===== src/rtl/ps2_pkg.sv =====
// Shared types and constants for the PS/2 host-to-device transmitter.
// The state encoding is visible on the debug port so checkers can bind to it.
package ps2_pkg;

    typedef enum logic [3:0] {
        IDLE,
        INHIBIT,
        REQ,
        WAIT_CLK,
        DATA,
        ACK,
        WAIT_IDLE,
        DONE,
        ERROR
    } ps2_state_t;

    localparam logic [7:0] CMD_RESET   = 8'hFF;
    localparam logic [7:0] CMD_SET_LED = 8'hED;
    localparam logic [7:0] CMD_ENABLE  = 8'hF4;
    localparam logic [7:0] RESP_ACK    = 8'hFA;

endpackage


===== src/rtl/ps2_host_tx_if.sv =====
// Command-side handshake of the PS/2 transmitter.
interface ps2_host_tx_if;
    // tx_data is taken on a clock edge where tx_valid and tx_ready are both 1;
    // tx_valid outside that is ignored, never queued. done/error are 1-cycle pulses.
    logic [7:0] tx_data;
    logic       tx_valid;
    logic       tx_ready;
    logic       tx_busy;
    logic       tx_done;
    logic       tx_error;

    modport master (
        output tx_data, tx_valid,
        input  tx_ready, tx_busy, tx_done, tx_error
    );

    modport slave (
        input  tx_data, tx_valid,
        output tx_ready, tx_busy, tx_done, tx_error
    );
endinterface


===== src/rtl/ps2_sync_edge.sv =====
// Two-flop synchronizer for an asynchronous PS/2 pad plus falling-edge detect.
module ps2_sync_edge (
    input  logic clk,
    input  logic reset,
    input  logic din,
    output logic sync,
    output logic fe
);
    logic meta;
    logic prev;

    // Idle PS/2 lines float high, so all stages reset to 1 to avoid a false edge.
    always_ff @(posedge clk or negedge reset) begin
        if (!reset) begin
            meta <= 1'b1;
            sync <= 1'b1;
            prev <= 1'b1;
        end else begin
            meta <= din;
            sync <= meta;
            prev <= sync;
        end
    end

    assign fe = prev & ~sync;
endmodule


===== src/rtl/ps2_host_tx.sv =====
// PS/2 host-to-device transmitter: inhibit, request-to-send, clock out 8 data
// bits + odd parity on device falling edges, release for stop, check the ack.
module ps2_host_tx
    import ps2_pkg::*;
#(
    parameter int unsigned INHIBIT_CYCLES = 6000,
    parameter int unsigned START_TIMEOUT  = 750000,
    parameter int unsigned PACKET_TIMEOUT = 100000
) (
    input  logic          clk,
    input  logic          reset,
    ps2_host_tx_if.slave  tx,
    input  logic          ps2_clk_in,
    input  logic          ps2_dat_in,
    output logic          ps2_clk_oe,
    output logic          ps2_dat_oe,
    output ps2_state_t    dbg_state
);
    localparam int unsigned MAX_A = (INHIBIT_CYCLES > START_TIMEOUT) ? INHIBIT_CYCLES : START_TIMEOUT;
    localparam int unsigned MAX_T = (MAX_A > PACKET_TIMEOUT) ? MAX_A : PACKET_TIMEOUT;
    localparam int          CW    = $clog2(MAX_T + 1);
    localparam logic [CW-1:0] INH_T   = CW'(INHIBIT_CYCLES - 1);
    localparam logic [CW-1:0] START_T = CW'(START_TIMEOUT - 1);
    localparam logic [CW-1:0] PKT_T   = CW'(PACKET_TIMEOUT - 1);

    ps2_state_t    state, state_n;
    logic [CW-1:0] cnt, cnt_n;
    logic [7:0]    shreg, shreg_n;
    logic          par, par_n;
    logic [3:0]    bitcnt, bitcnt_n;
    logic          dat_oe, dat_oe_n;
    logic          clk_sync, clk_fe;
    logic          dat_meta, dat_sync;

    ps2_sync_edge u_clk_sync (
        .clk   (clk),
        .reset (reset),
        .din   (ps2_clk_in),
        .sync  (clk_sync),
        .fe    (clk_fe)
    );

    always_ff @(posedge clk or negedge reset) begin
        if (!reset) begin
            dat_meta <= 1'b1;
            dat_sync <= 1'b1;
        end else begin
            dat_meta <= ps2_dat_in;
            dat_sync <= dat_meta;
        end
    end

    always_ff @(posedge clk or negedge reset) begin
        if (!reset) begin
            state  <= IDLE;
            cnt    <= '0;
            shreg  <= '0;
            par    <= 1'b0;
            bitcnt <= '0;
            dat_oe <= 1'b0;
        end else begin
            state  <= state_n;
            cnt    <= cnt_n;
            shreg  <= shreg_n;
            par    <= par_n;
            bitcnt <= bitcnt_n;
            dat_oe <= dat_oe_n;
        end
    end

    always_comb begin
        state_n  = state;
        cnt_n    = cnt;
        shreg_n  = shreg;
        par_n    = par;
        bitcnt_n = bitcnt;
        dat_oe_n = dat_oe;
        case (state)
            IDLE: begin
                cnt_n = '0;
                if (tx.tx_valid) begin
                    shreg_n = tx.tx_data;
                    par_n   = ~^tx.tx_data;
                    state_n = INHIBIT;
                end
            end
            INHIBIT: begin
                if (cnt == INH_T) begin
                    cnt_n    = '0;
                    dat_oe_n = 1'b1;
                    state_n  = REQ;
                end else begin
                    cnt_n = cnt + 1'b1;
                end
            end
            REQ: begin
                cnt_n   = '0;
                state_n = WAIT_CLK;
            end
            WAIT_CLK: begin
                if (clk_fe) begin
                    dat_oe_n = ~shreg[0];
                    shreg_n  = {1'b0, shreg[7:1]};
                    bitcnt_n = 4'd1;
                    cnt_n    = '0;
                    state_n  = DATA;
                end else if (cnt == START_T) begin
                    state_n = ERROR;
                end else begin
                    cnt_n = cnt + 1'b1;
                end
            end
            DATA, ACK, WAIT_IDLE: begin
                // One packet budget spans everything from the first device edge to DONE.
                if (cnt == PKT_T) begin
                    state_n = ERROR;
                end else begin
                    cnt_n = cnt + 1'b1;
                    if (state == DATA && clk_fe) begin
                        if (bitcnt < 4'd8) begin
                            dat_oe_n = ~shreg[0];
                            shreg_n  = {1'b0, shreg[7:1]};
                            bitcnt_n = bitcnt + 1'b1;
                        end else if (bitcnt == 4'd8) begin
                            dat_oe_n = ~par;
                            bitcnt_n = 4'd9;
                        end else begin
                            dat_oe_n = 1'b0;
                            state_n  = ACK;
                        end
                    end else if (state == ACK && clk_fe) begin
                        state_n = dat_sync ? ERROR : WAIT_IDLE;
                    end else if (state == WAIT_IDLE && clk_sync && dat_sync) begin
                        state_n = DONE;
                    end
                end
            end
            DONE:    state_n = IDLE;
            ERROR:   state_n = IDLE;
            default: state_n = IDLE;
        endcase
        if (state_n inside {IDLE, DONE, ERROR}) begin
            dat_oe_n = 1'b0;
        end
    end

    assign ps2_clk_oe  = (state == INHIBIT) || (state == REQ);
    assign ps2_dat_oe  = dat_oe;
    assign tx.tx_ready = (state == IDLE);
    assign tx.tx_busy  = (state != IDLE);
    assign tx.tx_done  = (state == DONE);
    assign tx.tx_error = (state == ERROR);
    assign dbg_state   = state;
endmodule


===== src/flat_wrapper.sv =====
// flat-port wrapper written by rule: the top's interface ports become plain ports
module ps2_host_tx_flat import ps2_pkg::*;
#(
    parameter int unsigned INHIBIT_CYCLES = 6000,
    parameter int unsigned START_TIMEOUT  = 750000,
    parameter int unsigned PACKET_TIMEOUT = 100000
)
  (clk, reset, ps2_clk_in, ps2_dat_in, ps2_clk_oe, ps2_dat_oe, dbg_state, tx_tx_data, tx_tx_valid, tx_tx_ready, tx_tx_busy, tx_tx_done, tx_tx_error);
  ps2_host_tx_if tx_i ();
  input  logic clk;
  input  logic reset;
  input  logic ps2_clk_in;
  input  logic ps2_dat_in;
  output logic ps2_clk_oe;
  output logic ps2_dat_oe;
  output ps2_state_t dbg_state;
  input wire logic [$bits(tx_i.tx_data)-1:0] tx_tx_data;
  input wire logic [$bits(tx_i.tx_valid)-1:0] tx_tx_valid;
  output wire logic [$bits(tx_i.tx_ready)-1:0] tx_tx_ready;
  output wire logic [$bits(tx_i.tx_busy)-1:0] tx_tx_busy;
  output wire logic [$bits(tx_i.tx_done)-1:0] tx_tx_done;
  output wire logic [$bits(tx_i.tx_error)-1:0] tx_tx_error;
  assign tx_i.tx_data = tx_tx_data;
  assign tx_i.tx_valid = tx_tx_valid;
  assign tx_tx_ready = tx_i.tx_ready;
  assign tx_tx_busy = tx_i.tx_busy;
  assign tx_tx_done = tx_i.tx_done;
  assign tx_tx_error = tx_i.tx_error;
  ps2_host_tx #(.INHIBIT_CYCLES(INHIBIT_CYCLES), .START_TIMEOUT(START_TIMEOUT), .PACKET_TIMEOUT(PACKET_TIMEOUT)) u_core (.clk(clk), .reset(reset), .tx(tx_i), .ps2_clk_in(ps2_clk_in), .ps2_dat_in(ps2_dat_in), .ps2_clk_oe(ps2_clk_oe), .ps2_dat_oe(ps2_dat_oe), .dbg_state(dbg_state));
endmodule

===== config.mk =====
export PLATFORM = sky130hd
export DESIGN_NAME = ps2_host_tx_flat
export DESIGN_NICKNAME = d
export VERILOG_FILES = /design/src/rtl/ps2_pkg.sv /design/src/rtl/ps2_host_tx_if.sv /design/src/rtl/ps2_sync_edge.sv /design/src/rtl/ps2_host_tx.sv /design/src/flat_wrapper.sv
export SDC_FILE = /design/constraint.sdc
export NUM_CORES = 1
export LEC_CHECK = 0
export ABC_CLOCK_PERIOD_IN_PS = 3850
export CORE_MARGIN = 2
export CORE_UTILIZATION = 60
export DETAILED_ROUTE_END_ITERATION = 10
export DONT_BUFFER_PORTS = 1
export PLACE_DENSITY = 0.74
export SLEW_MARGIN = 20
export SYNTH_ARGS = -nofsm -noshare
export SYNTH_HDL_FRONTEND = slang
export SYNTH_SLANG_ARGS = --single-unit

===== constraint.sdc =====
create_clock -name clk -period 3.85 [get_ports clk]
set_input_delay 0.1925 -clock clk [delete_from_list [all_inputs] [get_ports clk]]
set_output_delay 0.1925 -clock clk [all_outputs]
set_load 0.01 [all_outputs]

### Yosys cells after proc, flatten, opt, wreduce, memory -nomap -nowiden

Index checks and enable logic that the tools add are counted.

| cells by class | value |
|---|---|
| add/subtract/negate cells | 2 |
| magnitude comparators | 1 |
| eq/ne operators | 25 |
| multiplexer cells | 37 |
| bitwise gates (word level) | 4 |
| reductions and logical operators | 21 |

Operators with widths:

| kind | number |
|---|---|
| two-way mux 20 bit | 4 |
| one-hot mux 20 bit (4 select lines) | 1 |
| two-way mux 4 bit | 16 |
| two-way mux 8 bit | 5 |
| one-hot mux 8 bit (3 select lines) | 1 |
| adder 20 x 1 -> 20 bit, second input constant | 1 |
| equality test 20 x 13 -> 1 bit, second input constant | 1 |
| equality test 20 x 17 -> 1 bit, second input constant | 1 |
| equality test 20 bit, second input constant | 1 |
| equality test 4 x 3 -> 1 bit, second input constant | 5 |
| one-hot mux 4 bit (5 select lines) | 1 |
| equality test 4 bit, second input constant | 3 |
| inequality test 3 x 1 -> 1 bit, second input constant | 4 |
| nonzero test 4 bit | 3 |
| AND reduction 5 bit | 2 |
| equality test 4 x 2 -> 1 bit, second input constant | 2 |
| logical NOT 4 bit | 2 |
| one-hot mux 4 bit (2 select lines) | 1 |
| XNOR reduction 8 bit | 1 |
| two-way mux 1 bit | 7 |
| inequality test 2 x 1 -> 1 bit, second input constant | 3 |
| AND reduction 6 bit | 1 |
| nonzero test 3 bit | 2 |
| adder 4 x 1 -> 4 bit, second input constant | 1 |
| other kinds (15) | 21 |

| word-level totals | value |
|---|---|
| register bits after elaboration | 43 |
| input bits | 13 |
| output and inout bits | 10 |

### Depth between registers and ports, before layout

Gate-level depths: netlist (run 1).

| depth | value |
|---|---|
| depth after elaboration | 12 |
| mapped depth | 9 |
| depth with buffers taken out | 8 |

### By module

From an unflattened synthesis (run 1), not the netlist that was laid out.

| unflattened totals | value |
|---|---|
| cells, all modules | 292 |
| area total of the unflattened synthesis | 2751.4 um^2 |

By module, submodules not included:

| module | times used | cells each | area an instance (um^2) | seq. area each (um^2) |
|---|---|---|---|---|
| ps2_host_tx | 1 | 288 | 2658.8 | 1003.5 |
| ps2_sync_edge | 1 | 4 | 92.6 | 78.8 |

### Least setup slack after synthesis (run 1)

No wires, ideal clock.

| path | value |
|---|---|
| kind | register to register |
| start point | reg u_core.cnt[13] |
| end point | reg u_core.dat_oe, in the netlist u_core.ps2_dat_oe |
| library setup time | 126 ps |
| arrival time | 2511 ps |
| slack | 1213 ps |
| cell stages (with the launch flop) | 7 |
| clock period less this slack | 2637 ps |
| cell sequence | dfrtp_1 > or4_1 > or4_4 > or4_4 > a22o_1 > mux2_4 > o311a_1 |

| between the ends | value |
|---|---|
| longest elaborated chain between the ends | 8 |
| elaborated cells between the ends (all ways) | 19 |

Ends and longest elaborated chain:

| item | line | source |
|---|---|---|
| from (decl) | ps2_host_tx.sv:27 | `logic [CW-1:0] cnt, cnt_n;` |
| from (signal assigned) | ps2_host_tx.sv:63 | `cnt <= cnt_n;` |
| equality test 20 bit | ps2_host_tx.sv:107 | `end else if (cnt == START_T) begin` |
| two-way mux 4 bit | ps2_host_tx.sv:107 |  |
| two-way mux 4 bit | ps2_host_tx.sv:101 | `if (clk_fe) begin` |
| one-hot mux 4 bit (5 select lines) | ps2_host_tx.sv:78 | `case (state)` |
| equality test 4 x 3 -> 1 bit (tied with other cells) | ps2_host_tx.sv:142 | `if (state_n inside {IDLE, DONE, ERROR}) begin` |
| nonzero test 3 bit | ps2_host_tx.sv:142 |  |
| inequality test 3 x 1 -> 1 bit (no source line) (tied with other cells) | - |  |
| AND reduction 5 bit (no source line) | - |  |
| to (signal assigned) | ps2_host_tx.sv:67 | `dat_oe <= dat_oe_n;` |
| to (decl) | ps2_host_tx.sv:31 | `logic dat_oe, dat_oe_n;` |

Several ways; a longest one is shown, not always the timed one.
A chain may end at the register's enable or synchronous reset.

### Final worst setup path (run 1)

Ends and elaborated chain as after synthesis.

==> results of run 1 <==
## through the flow
step / hold WS (ns) / utilization [%] / std cells / instance area [µm²] / power (mW)
after floorplan: -0.103 / - / 273 / 2480 / 0.490
after global placement: -0.102 / 63.1 / 317 / 2520 / 0.493
after detailed placement: -0.102 / 63.1 / 317 / 2520 / 0.495
after CTS: 0.0351 / 67.8 / 329 / 2710 / 0.926
after global routing: 0.0408 / 67.8 / 329 / 2710 / 0.947
final: 0.0410 / 67.8 / 329 / 2710 / 0.913
## state kept, by name, summed over array words and instances, names as in the netlist
register                cells
u_core.dbg_state            4
u_core.ps2_dat_oe           1
u_core.u_clk_sync.prev      1
u_core.bitcnt               4
u_core.u_clk_sync.sync      1
u_core.dat_meta             1
u_core.cnt                 20
u_core.u_clk_sync.meta      1
u_core.par                  1
u_core.shreg                8
u_core.dat_sync             1
## worst max-delay path: stages, from the launching register on
cell,delay [ns]
dfrtp_1,0.44
or4_1,0.53
or4_4,0.46
or4_4,0.56
a22o_1,0.23
mux2_4,0.29
o311a_1,0.12
## cell usage after synthesis, types with 3 or more instances
master / number / area, µm²
dfrtp_1: 38 / 951
and3_1: 5 / 31.3
dfstp_2: 5 / 131
ha_1: 3 / 37.5
clkbuf_1: 5 / 18.8
or2_2: 3 / 18.8
nand4_1: 5 / 31.3
or4_1: 3 / 22.5
nor2b_1: 4 / 25.0
nor3_1: 6 / 30.0
o21ai_0: 11 / 55.1
xor2_1: 10 / 87.6
or3_1: 3 / 18.8
nor4b_1: 3 / 26.3
nor2_1: 31 / 116
nand3_1: 19 / 95.1
buf_2: 4 / 20.0
o31ai_1: 3 / 22.5
nand2_1: 22 / 82.6
a21oi_1: 17 / 85.1
nor4_1: 3 / 18.8
inv_1: 10 / 37.5
nand2b_1: 6 / 37.5
a211oi_1: 3 / 22.5
xnor2_1: 9 / 78.8
mux2i_1: 7 / 70.1
## report_power, final
group	switching [mW]	internal (mW)
Combinational	0.0188	0.0163
Clock	0.156	0.259
Sequential	0.00370	0.460
Total	0.178	0.735
## kinds of logic after synthesis
logic type                 Yosys count  share of synthesized area, %
muxes                                9                          3.89
buffers and inverters               19                          3.08
adders and majority gates            3                          1.51
and+or+nand+nor                    126                          26.9
AOI/OAI and AO/OA                   54                          14.2
xor gates and xnor gates            19                          6.71
DFF                                 43                          43.7
## cell type report
class,instances,area share [%]
timing repair buffer,7,2.68
sequential,43,39.9
clock buffer,5,2.54
tap,50,2.31
multi-input combinational,211,48.7
inverter,10,1.38
clock inverter,3,2.49
## cell usage in the layout, fill, tap and decap left out, drive strengths merged, types with 6 or more instances in the layout
cell type and count:
nor3 6, xor2 10, nor2 31, xnor2 9, o21ai 11, nand2b 6, dfrtp 38, a21oi 18
nand2 22, mux2i 7, nand3 19, inv 10
## per-layer routing
metal	vias to the layer above	wire [µm]	track usage, %	share of wire (%)
met5	-	0	0	0
met4	0	71	10.3	1.3
met3	8	330	6.09	6.2
met2	76	2550	39.0	48
met1	1014	2410	35.8	45
li1	998	-	-	-
## worst min-delay path by stage
stage                     slack, ns          start               end
after floorplan               -0.10          reset  u_core.bitcnt[0]
final                          0.04  tx_tx_data[7]   u_core.shreg[7]
after CTS                      0.04  tx_tx_data[7]   u_core.shreg[7]
after global routing           0.04  tx_tx_data[7]   u_core.shreg[7]
after detailed placement      -0.10          reset  u_core.bitcnt[2]
after global placement        -0.10          reset  u_core.bitcnt[2]
==> summary.txt, run 1 <==
Critical path
  – Max Fanout on Critical Path: 7
  – End of the worst register-to-register path: u_core.ps2_dat_oe
  – Type of element capturing the critical path: flip-flop
  – Data arrival, critical path: 2.92 ns
  – Depth of the worst register-to-register path: 6
  – Critical Path RT: 4.04 ns
  – Worst setup path category: flip-flop to flip-flop
  – Critical path launch point: u_core.cnt[13]
  – Setup slack of the most critical reg-to-reg path: 1.12 ns
  – Capture point of the critical path: u_core.ps2_dat_oe
  – Sort of element at the start of the critical path: flip-flop
  – Startpoint of the worst register-to-register path: u_core.cnt[13]

Placement
  – Hpwl dp: 3810 µm
  – Final weighted congestion in routability-driven placement: 0.983
  – Input/output buffers: 0
  – Worst slack at placement: 1.13 ns

STA
  – Number of slew-limit violations in the final report: 0
  – Final Setup Violations: 0
  – Min Clock Period, post-route: 2.73 ns
  – Worst clock skew on the final layout: 0.00677 ns
  – Post-layout worst setup margin: 1.12 ns
  – Worst rel slew slack: 49.7%
  – Number of hold-slack violations in the final timing report: 0
  – Worst slew pin tran: 0.747 ns
  – Post-route clock period utilization: 71.0%
  – Max frequency: 366 MHz
  – Setup_tns: 0 ns
  – RSZ-0062 raised after global routing: no

Routing
  – Number of iterations in the first detailed-routing pass: 5
  – Detail-routed net length per standard cell: 16.3 µm
  – Total wire length: 5360 µm
  – Drt initial violations: 150
  – Drt via density: 6.37
  – Overall via count from detail_route: 2096
  – Number of nets still failing antenna checks after routing: 0
  – Count of unresolved DRC violations after routing: 0

Clock tree
  – Clock latency on the worst-skew pair: 0.30 ns
  – Clock tree from TritonCTS: built
  – Clock Root Buffer: clkbuf_8
  – CTS H-tree depth: 2
  – Number of clock buffers inserted by TritonCTS: 5
  – Count of hold buffers inserted by post-cts repair: 4
  – Buffer count from post-CTS setup fixing: 0
  – Clock sink total: 43
  – Post-CTS sizing: 0
  – Number of buffers between clock root and the deepest sink: 2
  – Clock transition at the registers of the reported paths: 0.08 ns

Logic synthesis
  – Net count after synthesis: 289
  – Register area share after synthesis: 43.7%
  – Unique masters post-synth: 54
  – Count of flip-flops with a built-in enable after synthesis: 0
  – Warnings from Yosys: 0
  – Seq cells post-synth: 43
  – Top flip-flop cell by instance count after synthesis: dfrtp_1
  – Post-synthesis cell count: 273
  – Proportion of register bits with asynchronous set or reset after synthesis: 100%
  – Combined area of all synthesized cells: 0.00248 mm²
  – Avg Synthesized Cell Area: 9.08 µm²

Finish
  – Share of post-route cells with drive strength above 1: 11.1%
  – Synthesis-to-finish area growth: 9.39%
  – Filler cell count: 309
  – Area used by multi-input combinational logic: 0.00132 mm²
  – Storage element area: 0.00108 mm²
  – Number of nets in the finished design: 294
  – Final antenna diode count: 0

Die
  – # rows: 23
  – Core footprint: 0.00400 mm²
  – Effective utilization at floorplan: 62.0%
  – Die Span Y: 68.3 µm
  – Die width: 68.3 µm
  – I/O pin count: 23
  – Floorplan die area: 0.00466 mm²

GRT
  – Number of global-route vias before repair: 1925
  – Maximum number of pins on one net before global-route repair: 44
  – Total grt overflow: 0
  – Antenna violations before repair: 0
  – Wire length of the first global-routing pass: 8910 µm
  – Global-route total usage across every layer: 25.8%

Outcome
  – Status: complete, no violations

Pwr
  – Power density normalized to cell area: 337 mW/mm²
  – Leakage power of the design: 1.11 nW
  – Peak supply drop: 0.299 mV

Worst hold path
  – Hold Path Class: primary input to flip-flop
  – Count of cells along the worst hold path: 1

Flow run
  – Max-cap check violation count: 0
Note: power is estimated with default switching activity, not from simulation.
==> run 2, diff against run 1 <==
--- a/config.mk
+++ b/config.mk
@@ -5,12 +5,12 @@
 export SDC_FILE = /design/constraint.sdc
 export NUM_CORES = 1
 export LEC_CHECK = 0
-export ABC_CLOCK_PERIOD_IN_PS = 3850
+export ABC_CLOCK_PERIOD_IN_PS = 2430
 export CORE_MARGIN = 2
-export CORE_UTILIZATION = 60
+export CORE_UTILIZATION = 57
 export DETAILED_ROUTE_END_ITERATION = 10
 export DONT_BUFFER_PORTS = 1
-export PLACE_DENSITY = 0.74
+export PLACE_DENSITY = 0.73
 export SLEW_MARGIN = 20
 export SYNTH_ARGS = -nofsm -noshare
 export SYNTH_HDL_FRONTEND = slang
==> constraint.sdc (replaced) <==
create_clock -name clk -period 2.43 [get_ports clk]
set_input_delay 0.1215 -clock clk [delete_from_list [all_inputs] [get_ports clk]]
set_output_delay 0.1215 -clock clk [all_outputs]
set_load 0.01 [all_outputs]
==> summary.txt, run 2 (synthesis gave the netlist of run 1 again) <==
Outcome
  – Status: complete, but fails checks
  – Failing checks: setup timing

GRT
  – Wire length of the first global-routing pass: 10300 µm (+16%)
  – Number of global-route vias before repair: 2165 (+12%)
  – Total grt overflow: 0 (unchanged)
  – Maximum number of pins on one net before global-route repair: 44 (unchanged)
  – Global-route total usage across every layer: 26.6% (+0.80 points)
  – Antenna violations before repair: 0 (unchanged)

STA
  – Min Clock Period, post-route: 2.52 ns (-0.209 ns)
  – Number of slew-limit violations in the final report: 0 (unchanged)
  – Final Setup Violations: 2 (+2)
  – RSZ-0062 raised after global routing: yes
  – Worst rel slew slack: 53.5% (+3.7 points)
  – Number of hold-slack violations in the final timing report: 0 (unchanged)
  – Post-route clock period utilization: 104% (+33 points)
  – Max frequency: 396 MHz (+8.3%)
  – Worst slew pin tran: 0.698 ns (-0.0493 ns)
  – Post-layout worst setup margin: -0.0943 ns (-1.21 ns)
  – Worst clock skew on the final layout: 0.00855 ns (+0.00179 ns)

Flow run
  – Max-cap check violation count: 0 (unchanged)

Clock tree
  – Number of buffers between clock root and the deepest sink: 2 (unchanged)
  – Clock transition at the registers of the reported paths: 0.09 ns (about the same)
  – Clock tree from TritonCTS: built
  – Clock latency on the worst-skew pair: 0.31 ns (about the same)
  – CTS H-tree depth: 2 (unchanged)
  – Clock Root Buffer: clkbuf_8
  – Clock sink total: 43 (unchanged)
  – Number of clock buffers inserted by TritonCTS: 5 (unchanged)

Pwr
  – Power density normalized to cell area: 454 mW/mm² (+35%)
  – Peak supply drop: 0.417 mV (+40%)
  – Leakage power of the design: 1.31 nW (+17%)

Placement
  – Worst slack at placement: -0.145 ns (-1.27 ns)
  – Final weighted congestion in routability-driven placement: 0.953 (-3.0%)
  – Number of placed instances with taps included: 353 (+11%)
  – Hpwl dp: 4370 µm (+15%)
  – Input/output buffers: 0 (unchanged)

Finish
  – Share of post-route cells with drive strength above 1: 23.3% (+12 points)
  – Synthesis-to-finish area growth: 22.3%
  – Top library cells by usage in the layout, fill and taps aside: buf_4, dfrtp_1, nor2_1, nand2_1, nand3_1
  – Largest registers in the final layout: u_core.cnt: 20 flops, u_core.shreg: 8 flops
  – Largest reg by FF count: u_core.cnt
  – Number of standard cells in the final layout excluding fillers: 367 (+12%)
  – Final antenna diode count: 0 (unchanged)
  – Number of nets in the finished design: 332 (+13%)
  – Max FFs per register: 20 (unchanged)

Die
  – Die Span Y: 69.9 µm (+2.4%)
  – I/O pin count: 23 (unchanged)
  – # rows: 23 (unchanged)
  – Core footprint: 0.00409 mm² (+2.2%)
  – Die width: 69.9 µm (+2.4%)
  – Floorplan die area: 0.00489 mm² (+4.9%)
  – Effective utilization at floorplan: 60.7% (-1.3 points)

Routing
  – Drt initial violations: 165 (+10%)
  – Count of unresolved DRC violations after routing: 0 (unchanged)
  – Overall via count from detail_route: 2235 (+6.6%)
  – Number of nets still failing antenna checks after routing: 0 (unchanged)
  – Number of iterations in the first detailed-routing pass: 5 (unchanged)
  – Detail-routed net length per standard cell: 16.3 µm (-0.28%)
  – Total wire length: 5970 µm (+11%)
  – Drt via density: 6.09 (-4.4%)

Critical path
  – Sort of element at the start of the critical path: flip-flop
  – Startpoint of the worst register-to-register path: u_core.cnt[19]
  – Critical Path RT: 2.63 ns (-1.41 ns)
  – Depth of the worst register-to-register path: 6 (unchanged)
  – Data arrival, critical path: 2.72 ns (-0.20 ns)
  – Type of element capturing the critical path: flip-flop
  – End of the worst register-to-register path: u_core.ps2_dat_oe
  – Critical path launch point: u_core.cnt[19]
  – Setup slack of the most critical reg-to-reg path: -0.09 ns (-1.21 ns)
  – Worst setup path category: flip-flop to flip-flop
  – Max Fanout on Critical Path: 6 (-1)

Worst hold path
  – Count of cells along the worst hold path: 2 (+1)
  – Origin of the worst min-delay path: tx_tx_data[2]
  – WHS Endpoint: u_core.shreg[2]
  – Hold Path Class: primary input to flip-flop
## run 2: per-stage QoR
step / cell area [µm²] / hold slack (ns) / utilization (%) / power, mW / setup TNS, ns
floorplan: 2490 / -0.174 / - / 0.777 / -0.126
global placement: 2830 / -0.173 / 69.3 / 0.783 / -0.142
detailed placement: 2830 / -0.173 / 69.3 / 0.785 / -0.349
CTS: 3010 / 0.0230 / 73.6 / 1.39 / -0.0888
global route: 3030 / 0.0416 / 74.2 / 1.42 / -0.922
finish: 3030 / 0.0276 / 74.2 / 1.38 / -0.0963
## run 2: power by group
part / leakage [nW] / switching (mW) / internal, mW / total (mW)
Sequential: 0.548 / 0.00599 / 0.728 / 0.734
Combinational: 0.699 / 0.0310 / 0.0279 / 0.0589
Clock: 0.0587 / 0.270 / 0.312 / 0.582
## run 2: how the worst max path moves through the flow
stage,endpoint,slack [ns],cells after the start
5_1_grt,u_core.ps2_dat_oe,-0.15,6
6_report,u_core.ps2_dat_oe,-0.09,6
4_1_cts,u_core.ps2_dat_oe,-0.09,6
3_5_place_dp,u_core.ps2_dat_oe,-0.15,6
3_3_place_gp,u_core.ps2_dat_oe,-0.12,6
2_1_floorplan,u_core.ps2_dat_oe,-0.12,6
## run 2: per-layer routing
layer  GRT usage [%]  routed length (µm)
met1            36.9                2680
met2            42.6                2790
met3            3.90                 417
met4            9.40                  82
met5               0                   0
## run 2: layout make-up
cell class / instances / area (µm²)
multi-input cells: 211 / 1350
repair buffers: 45 / 385
flip-flops and latches: 43 / 1080
fillers: 297 / 1050
clock buffers: 5 / 68.8
inverters: 10 / 37.5
clock inverters: 3 / 47.5
well taps: 50 / 62.6
## run 2: worst max-delay path: stages (launching register included)
cell	delay, ns
dfrtp_1	0.39
or4_1	0.51
or4_4	0.47
or4_4	0.44
a22o_1	0.20
mux2_4	0.29
o311a_1	0.12
## run 2: timing repair
item	in CTS	in global routing
cloned	0	0
pin swaps	1	1
hold buffers	5	0
endpoints found under the hold margin	46	0
endpoints found under the setup margin	19	27
gates resized for setup	0	4
setup buffers	0	1
